File: src/rtl/spi_tx_sequencer_if.sv
// spi_tx_sequencer_if: host write port, SPI handshake and status signals of the sequencer
interface spi_tx_sequencer_if #(
    parameter int DEPTH = 8
);
    logic                   wr_en;
    logic [11:0]            wr_data;
    logic                   full;
    logic                   empty;
    logic [$clog2(DEPTH):0] level;
    logic                   newd;
    logic [11:0]            din;
    logic                   done;
    logic [11:0]            dout;
    logic                   rx_valid;
    logic [11:0]            rx_data;
    logic                   busy;
    logic                   ovf;
    logic                   tmo;
    logic                   clr_err;

    modport master (
        output wr_en, wr_data, done, dout, clr_err,
        input  full, empty, level, newd, din, rx_valid, rx_data, busy, ovf, tmo
    );

    modport slave (
        input  wr_en, wr_data, done, dout, clr_err,
        output full, empty, level, newd, din, rx_valid, rx_data, busy, ovf, tmo
    );
endinterface

File: src/rtl/spi_tx_sequencer.sv
// spi_tx_sequencer: FIFO-buffered command feeder for the 12-bit SPI block with done timeout
module spi_tx_sequencer #(
    parameter int DEPTH          = 8,
    parameter int NEWD_CYCLES    = 40,
    parameter int GAP_CYCLES     = 4,
    parameter int TIMEOUT_CYCLES = 2000
) (
    input logic               clk,
    input logic               rst,
    spi_tx_sequencer_if.slave bus
);
    localparam int AW   = $clog2(DEPTH);
    localparam int MAXC = TIMEOUT_CYCLES > NEWD_CYCLES
                        ? (TIMEOUT_CYCLES > GAP_CYCLES ? TIMEOUT_CYCLES : GAP_CYCLES)
                        : (NEWD_CYCLES > GAP_CYCLES ? NEWD_CYCLES : GAP_CYCLES);
    localparam int CW   = $clog2(MAXC + 1);

    typedef enum logic [2:0] {IDLE, LOAD, REQ, WAIT, GAP} state_t;

    state_t        state, state_n;
    logic [CW-1:0] cnt, cnt_n;
    logic [11:0]   mem [DEPTH];
    logic [AW-1:0] wptr, rptr;
    logic [AW:0]   level;
    logic [11:0]   din_q, rx_data_q;
    logic          rx_valid_q, ovf_q, tmo_q;
    logic          full, empty, push, pop, cap, tmo_set;

    assign full  = level == (AW+1)'(DEPTH);
    assign empty = level == '0;
    // a pop on the same edge frees the slot, so a write while full still lands
    assign push  = bus.wr_en && (!full || pop);

    always_comb begin
        state_n = state;
        cnt_n   = cnt + CW'(1);
        pop     = 1'b0;
        cap     = 1'b0;
        tmo_set = 1'b0;
        case (state)
            IDLE: begin
                cnt_n = '0;
                if (!empty) state_n = LOAD;
            end
            LOAD: begin
                cnt_n   = '0;
                pop     = 1'b1;
                state_n = REQ;
            end
            REQ: if (cnt == CW'(NEWD_CYCLES - 1)) begin
                cnt_n   = '0;
                state_n = WAIT;
            end
            WAIT: if (bus.done) begin
                cap     = 1'b1;
                cnt_n   = '0;
                state_n = GAP;
            end else if (cnt == CW'(TIMEOUT_CYCLES - 1)) begin
                tmo_set = 1'b1;
                cnt_n   = '0;
                state_n = GAP;
            end
            GAP: if (cnt == CW'(GAP_CYCLES - 1)) begin
                cnt_n = bus.done ? cnt : '0;
                if (!bus.done) state_n = IDLE;
            end
            default: begin
                cnt_n   = '0;
                state_n = IDLE;
            end
        endcase
    end

    always_ff @(posedge clk) begin
        if (rst) begin
            state      <= IDLE;
            cnt        <= '0;
            wptr       <= '0;
            rptr       <= '0;
            level      <= '0;
            din_q      <= '0;
            rx_data_q  <= '0;
            rx_valid_q <= 1'b0;
            ovf_q      <= 1'b0;
            tmo_q      <= 1'b0;
        end else begin
            state      <= state_n;
            cnt        <= cnt_n;
            wptr       <= push ? wptr + 1'b1 : wptr;
            rptr       <= pop ? rptr + 1'b1 : rptr;
            level      <= level + (AW+1)'(push) - (AW+1)'(pop);
            din_q      <= pop ? mem[rptr] : din_q;
            rx_data_q  <= cap ? bus.dout : rx_data_q;
            rx_valid_q <= cap;
            ovf_q      <= (bus.wr_en && !push) || (ovf_q && !bus.clr_err);
            tmo_q      <= tmo_set || (tmo_q && !bus.clr_err);
        end
    end

    always_ff @(posedge clk) begin
        if (push) mem[wptr] <= bus.wr_data;
    end

    assign bus.full     = full;
    assign bus.empty    = empty;
    assign bus.level    = level;
    assign bus.newd     = state == REQ;
    assign bus.din      = din_q;
    assign bus.rx_valid = rx_valid_q;
    assign bus.rx_data  = rx_data_q;
    assign bus.busy     = state != IDLE;
    assign bus.ovf      = ovf_q;
    assign bus.tmo      = tmo_q;
endmodule

File: src/flat_wrapper.sv
// flat-port wrapper written by rule: the top's interface ports become plain ports
module spi_tx_sequencer_flat 
#(
    parameter int DEPTH          = 8,
    parameter int NEWD_CYCLES    = 40,
    parameter int GAP_CYCLES     = 4,
    parameter int TIMEOUT_CYCLES = 2000
)
  (clk, rst, bus_wr_en, bus_wr_data, bus_done, bus_dout, bus_clr_err, bus_full, bus_empty, bus_level, bus_newd, bus_din, bus_rx_valid, bus_rx_data, bus_busy, bus_ovf, bus_tmo);
  spi_tx_sequencer_if #(.DEPTH(DEPTH)) bus_i ();
  input logic clk;
  input logic rst;
  input wire logic [$bits(bus_i.wr_en)-1:0] bus_wr_en;
  input wire logic [$bits(bus_i.wr_data)-1:0] bus_wr_data;
  input wire logic [$bits(bus_i.done)-1:0] bus_done;
  input wire logic [$bits(bus_i.dout)-1:0] bus_dout;
  input wire logic [$bits(bus_i.clr_err)-1:0] bus_clr_err;
  output wire logic [$bits(bus_i.full)-1:0] bus_full;
  output wire logic [$bits(bus_i.empty)-1:0] bus_empty;
  output wire logic [$bits(bus_i.level)-1:0] bus_level;
  output wire logic [$bits(bus_i.newd)-1:0] bus_newd;
  output wire logic [$bits(bus_i.din)-1:0] bus_din;
  output wire logic [$bits(bus_i.rx_valid)-1:0] bus_rx_valid;
  output wire logic [$bits(bus_i.rx_data)-1:0] bus_rx_data;
  output wire logic [$bits(bus_i.busy)-1:0] bus_busy;
  output wire logic [$bits(bus_i.ovf)-1:0] bus_ovf;
  output wire logic [$bits(bus_i.tmo)-1:0] bus_tmo;
  assign bus_i.wr_en = bus_wr_en;
  assign bus_i.wr_data = bus_wr_data;
  assign bus_i.done = bus_done;
  assign bus_i.dout = bus_dout;
  assign bus_i.clr_err = bus_clr_err;
  assign bus_full = bus_i.full;
  assign bus_empty = bus_i.empty;
  assign bus_level = bus_i.level;
  assign bus_newd = bus_i.newd;
  assign bus_din = bus_i.din;
  assign bus_rx_valid = bus_i.rx_valid;
  assign bus_rx_data = bus_i.rx_data;
  assign bus_busy = bus_i.busy;
  assign bus_ovf = bus_i.ovf;
  assign bus_tmo = bus_i.tmo;
  spi_tx_sequencer #(.DEPTH(DEPTH), .NEWD_CYCLES(NEWD_CYCLES), .GAP_CYCLES(GAP_CYCLES), .TIMEOUT_CYCLES(TIMEOUT_CYCLES)) u_core (.clk(clk), .rst(rst), .bus(bus_i));
endmodule
File: config.mk
export PLATFORM = sky130hd
export DESIGN_NAME = spi_tx_sequencer_flat
export DESIGN_NICKNAME = d
export VERILOG_FILES = /design/src/rtl/spi_tx_sequencer_if.sv /design/src/rtl/spi_tx_sequencer.sv /design/src/flat_wrapper.sv
export SDC_FILE = /design/constraint.sdc
export NUM_CORES = 1
export LEC_CHECK = 0
export BUFFER_PORTS_ARGS = -buffer_cell sky130_fd_sc_hd__buf_2
export CORE_AREA = 2 2 187 97
export CTS_BUF_LIST = sky130_fd_sc_hd__clkbuf_8
export DETAILED_ROUTE_END_ITERATION = 8
export DIE_AREA = 0 0 189 99
export SLEW_MARGIN = 25
export SYNTH_ARGS = -nofsm -noshare
export SYNTH_HDL_FRONTEND = slang
export SYNTH_SLANG_ARGS = --single-unit
File: constraint.sdc
create_clock -name clk -period 3.6 [get_ports clk]
set_input_delay 0.36 -clock clk [delete_from_list [all_inputs] [get_ports clk]]
set_output_delay 0.36 -clock clk [all_outputs]
set_load 0.02 [all_outputs]
* Yosys cells after proc, flatten, opt, wreduce, memory -nomap -nowiden
Memory sizes are Yosys's and may differ from the RTL's. A register that Yosys moved wholly into a read port is not among the register bits. Cells that the tools add are included.
Cells by class: mux-type cells 21, $add $sub $neg 5, eq/ne operators 14, reductions and logical operators 14
Operators by type and width (number):
- $mux W11 | 5
- $pmux W11 S3 | 1
- $mux W3 | 6
- $pmux W3 S5 | 1
- $add A11 B1 Y11 const B | 1
- $eq A11 B11 Y1 const B | 1
- $eq A11 B2 Y1 const B | 1
- $eq A11 B6 Y1 const B | 1
- $mux W1 | 8
- $add A3 B1 Y3 const B | 2
- $eq A3 B2 Y1 const B | 2
- $reduce_and A5 Y1 | 1
- $add A4 B1 Y4 | 1
- $eq A4 B4 Y1 const B | 1
- $logic_and A1 B1 Y1 | 4
- $logic_not A4 Y1 | 1
- $ne A2 B1 Y1 const B | 2
- $ne A2 B2 Y1 const B | 2
- $sub A4 B1 Y4 | 1
- $eq A3 B1 Y1 const B | 1
- $eq A3 B3 Y1 const B | 1
- $logic_not A1 Y1 | 3
- $logic_not A3 Y1 | 1
- $logic_or A1 B1 Y1 | 3
- 3 further kinds | 3
Storage, ports and cells: register bits after elaboration 39, output and inout port bits 35, input bits 29, RAM bits 96, memories kept 1
Memory list:
- u_core.mem | words 8, width 12, rd ports 1, clocked after memory_dff 1, wr ports 1, line spi_tx_sequencer.sv:22 | logic [11:0] mem [DEPTH];

* Longest topological paths before layout
depth in word-level cells 7, gate-level depth with buffers 10, gate-level depth less buffers 10

* Worst setup path after synthesis
OpenSTA, ideal clock, no wires.
path type register to register, start register u_core.level[2] (netlist: u_core.bus.level[2]), end memory u_core.mem[0][0] (enable), buffers on the path 0, stages on the path, launching flop included 6, required time 3188 ps, arrival 2403 ps, path slack 785 ps, cells stage by stage dfxtp_1 > inv_1 > ha_1 > and2_1 > a21o_1 > nor4_1
On the way: longest elaborated chain between the ends 6
RTL lines:
- from (decl) | line spi_tx_sequencer.sv:24 | logic [AW:0] level;
- from (signal assigned) | line spi_tx_sequencer.sv:91 | level <= level + (AW+1)'(push) - (AW+1)'(pop);
- $eq A4 B4 Y1 | line spi_tx_sequencer.sv:29 | assign full = level == (AW+1)'(DEPTH);
- via bus_full | line flat_wrapper.sv:18 | output wire logic [$bits(bus_i.full)-1:0] bus_full;
- $logic_not A1 Y1 | line spi_tx_sequencer.sv:32 | assign push = bus.wr_en && (!full || pop);
- $logic_or A1 B1 Y1 | line spi_tx_sequencer.sv:32
- $logic_and A1 B1 Y1 | line spi_tx_sequencer.sv:32
- $mux W1 | line spi_tx_sequencer.sv:101 | if (push) mem[wptr] <= bus.wr_data;
- $mux W1 (not written as such) | line spi_tx_sequencer.sv:101
- to (decl) | line spi_tx_sequencer.sv:22
The timed path passes the listed nets, and every way through them passes these cells.

* Worst setup path after layout
start register u_core.state[0], end register u_core.level[2] (netlist: u_core.bus.level[2])
On the way: longest elaborated chain between the ends 6
RTL lines:
- from (decl) | line spi_tx_sequencer.sv:20 | state_t state, state_n;
- from (signal assigned) | line spi_tx_sequencer.sv:87 | state <= state_n;
- $eq A3 B1 Y1 (*) | line spi_tx_sequencer.sv:40 | case (state)
- $mux W1 (*) | line spi_tx_sequencer.sv:40
- $logic_or A1 B1 Y1 | line spi_tx_sequencer.sv:32
- $logic_and A1 B1 Y1 | line spi_tx_sequencer.sv:32
- $add A4 B1 Y4 | line spi_tx_sequencer.sv:91
- $sub A4 B1 Y4 (*) | line spi_tx_sequencer.sv:91
Mark *: on every way between the ends. The rest lies on a longest branch, timed or not. A chain may end at the register's enable or synchronous reset.

==> run metrics <==
status=finished clean; DRT Pass-1 Iters=4; final hold vios=0; initial antenna violation count=0; DRC=0; WL/cell=between 15 and 20 µm; unrepaired setup endpoints after global routing=no; Slew Viols, Final=0; warnings from Yosys=0; R2R setup slack=1070 ps; RR Startpoint=u_core.state[0]$_SDFFE_PP0P_; number of setup buffers added after CTS=0; Post-synth EDFFs=96; Multi-input gate area=1870 µm²; critical path's top delay family=adder cells; IO Port Bufs=between 60 and 70; Yosys cell types=between 40 and 50; sequential-to-total area share from yosys stat=0.661; Reg area=between 3000 and 4000 µm²; worst rel slew slack=0.407; cell area after layout=approximately 6900 µm²; CTS clk-pin slew, worst paths=90 ps; max-cap violations=0; Clock Path Buffers=2; routability cong.=0.793; FMAX=about 0.4 GHz; hold crit path type=in2reg; Num CTS Buffers=17; die area=approximately 19,000 µm²; Final ANT Viol Nets=0; placed cells=roughly 700; Least-Margin Pin Slew=approximately 890 ps; PwrDens=664 nW/µm²; FF-to-FF path depth=9; CP required=3880 ps; core box area=between 15,000 and 20,000 µm²; setup TNS=0 ps; hold_buf cts=0; final core utilization=0.406; PnR worst setup slack=between 1000 and 1500 ps; Crit. End Element=flop; CP startpoint kind=flop; final std cells w/o fill=726; CTS tree=built; Worst Setup EP=u_core.bus.level[2]$_SDFF_PP0_; CP arrival=about 2800 ps; # resized after CTS=0; Avg Inst Size Synth=14.5 µm²; first-pass GRT wire length=around 19,000 µm; row count=34; WL final=roughly 12,000 µm; CP Depth=9; Via density=4.77; DPL Wire Length=about 8400 µm; fraction of the cycle the final worst path needs=0.703; type of the worst setup path=reg2reg; worst path cell trace=or3b_1 -> clkinv_2 -> ha_1 -> inv_1 -> ha_1 -> inv_1 -> fa_1 -> xor2_1 -> nor2_1; proportion of layout cells with a drive suffix above 1=0.293; H-tree depth=4; cell at the root of the clock tree=clkbuf_8; ys async rst share=0; Mapped Area=about 6000 µm²; die width=approximately 190 µm; Sink Count=around 150; via count=between 3,000 and 4,000; largest net degree at the start of global routing=47; fillers=around 1,600; fin crit period=~2500 ps; Setup-failing EPs final=0; GRT Overall Usage=0.137; chip height=a little under 100 µm; area leader, netlist=edfxtp_1; top cell type's share of synthesized area=0.488; cells taking the most area after synthesis=edfxtp_1 49%, dfxtp_1 17%, mux4_2 9.2%, nor2_1 2.6%, nand2_1 2.5%; Area Overhead vs Synth=17.3%; synthesized net count=between 400 and 500; worst stage delay on the critical path=about 470 ps; Worst-Skew Late Latency=about 430 ps; DP Area=~6500 µm²; synthesized flop and latch total=between 100 and 150; crit path from=u_core.state[0]$_SDFFE_PP0P_; top_reg_cell synth=edfxtp_1; Worst path slowest cell=dfxtp_1; Pleak=around 0.0024 µW; NumNets Final=approximately 520; starting density of the core=0.346; vias in the first global route=3,329; I/O Pins=64; worst r2r dst=u_core.bus.level[2]$_SDFF_PP0_; maximum vdd drop=~0.00028 V; number of diodes=0; grt total ovfl=0; pre-CTS WS=approximately 1100 ps; final setup skew=around 17 ps; Synth Instances=406; initial detailed-routing violation count=240; CP bufs+invs=3; CP Max Fanout=28
==> registers in the layout (all words and copies together), names as in the netlist, 3 cells and up <==
name,flops
u_core.state,3
u_core.cnt,11
u_core.bus.rx_data,12
u_core.bus.din,12
u_core.wptr,3
u_core.rptr,3
u_core.mem,96
u_core.bus.level,4
==> power by group <==
part / switching, µW / total (µW) / internal (µW)
logic: 691 / 1210 / 518
registers: 97.2 / 2060 / 1970
clock network: 665 / 1320 / 657
total: 1450 / 4600 / 3140
==> cell usage after synthesis, drive strengths merged (5+ instances only) <==
library cell  instances
nor3                  7
xnor2                 7
buf                  10
nand3                 5
clkbuf                9
nor2                 41
mux2i                14
xor2                  9
a211oi               12
mux4                 24
edfxtp               96
dfxtp                51
nand2                40
a21oi                16
ha                    9
inv                  12
==> through the flow <==
step / power [µW] / hold WS, ps
final: 4600 / 170
after global placement: 3310 / 441
after global routing: 4860 / 149
after floorplan: 2980 / 459
after detailed placement: 3340 / 446
after CTS: 4670 / 144
==> layout by cell type (no fill, tap or decap), types with 4 or more instances in the layout <==
master    synthesis  final
ha_1              9      9
a21oi_1          16     16
xnor2_1           7      7
clkbuf_8          0     18
edfxtp_1         96     96
buf_4             3     10
mux4_2           24     24
dfxtp_1          51     51
inv_6             0      5
nor2_1           41     41
a211oi_1         12     12
inv_1            12     12
mux2i_1          14     14
nand3_1           4      4
nor3_1            7      6
and2_1            4      4
xor2_1            9      9
nand2_1          40     40
buf_2             4     63
==> cells by family after synthesis <==
group / Yosys count / synth area share
compound gates: 42 / 0.0519
xor+xnor: 16 / 0.0237
fa+ha+maj: 10 / 0.0225
buf+inv: 33 / 0.0244
flops: 147 / 0.661
mux: 38 / 0.115
simple gates: 120 / 0.101
==> worst reg2reg max path: stages, from the launching register on <==
cell	delay, ps
dfxtp_1	470
or3b_1	440
clkinv_2	330
ha_1	310
inv_1	60
ha_1	160
inv_1	60
fa_1	370
xor2_1	150
nor2_1	50
==> final cells by class <==
class                           count  share of cell area
Clock inverter                     14              0.0240
Clock buffer                       18              0.0358
Timing Repair Buffer               73              0.0564
Sequential cell                   147               0.564
Multi-Input combinational cell    226               0.270
Tap cell                          234              0.0423
Inverter                           14             0.00795
==> per-layer routing <==
layer / part of all wire / GRT usage
met5: 0 / 0
met4: 0.0088 / 0.0349
met3: 0.058 / 0.0345
met2: 0.41 / 0.186
met1: 0.53 / 0.216
==> worst min path at each step <==
stage / startpoint / to / slack [ps] / cells past startpoint
6_report: bus_dout[6] / u_core.bus.rx_data[6]$_SDFFE_PP0P_ / 170 / 3
5_1_grt: bus_dout[10] / u_core.bus.rx_data[10]$_SDFFE_PP0P_ / 150 / 3
4_1_cts: bus_dout[3] / u_core.bus.rx_data[3]$_SDFFE_PP0P_ / 140 / 3
3_5_place_dp: u_core.bus.rx_data[6]$_SDFFE_PP0P_ / u_core.bus.rx_data[6]$_SDFFE_PP0P_ / 450 / 2
3_3_place_gp: u_core.bus.rx_data[8]$_SDFFE_PP0P_ / u_core.bus.rx_data[8]$_SDFFE_PP0P_ / 440 / 2
2_1_floorplan: bus_wr_data[0] / u_core.mem[0][0]$_DFFE_PP_ / 460 / 0
Power figures use the tool's default switching activity.
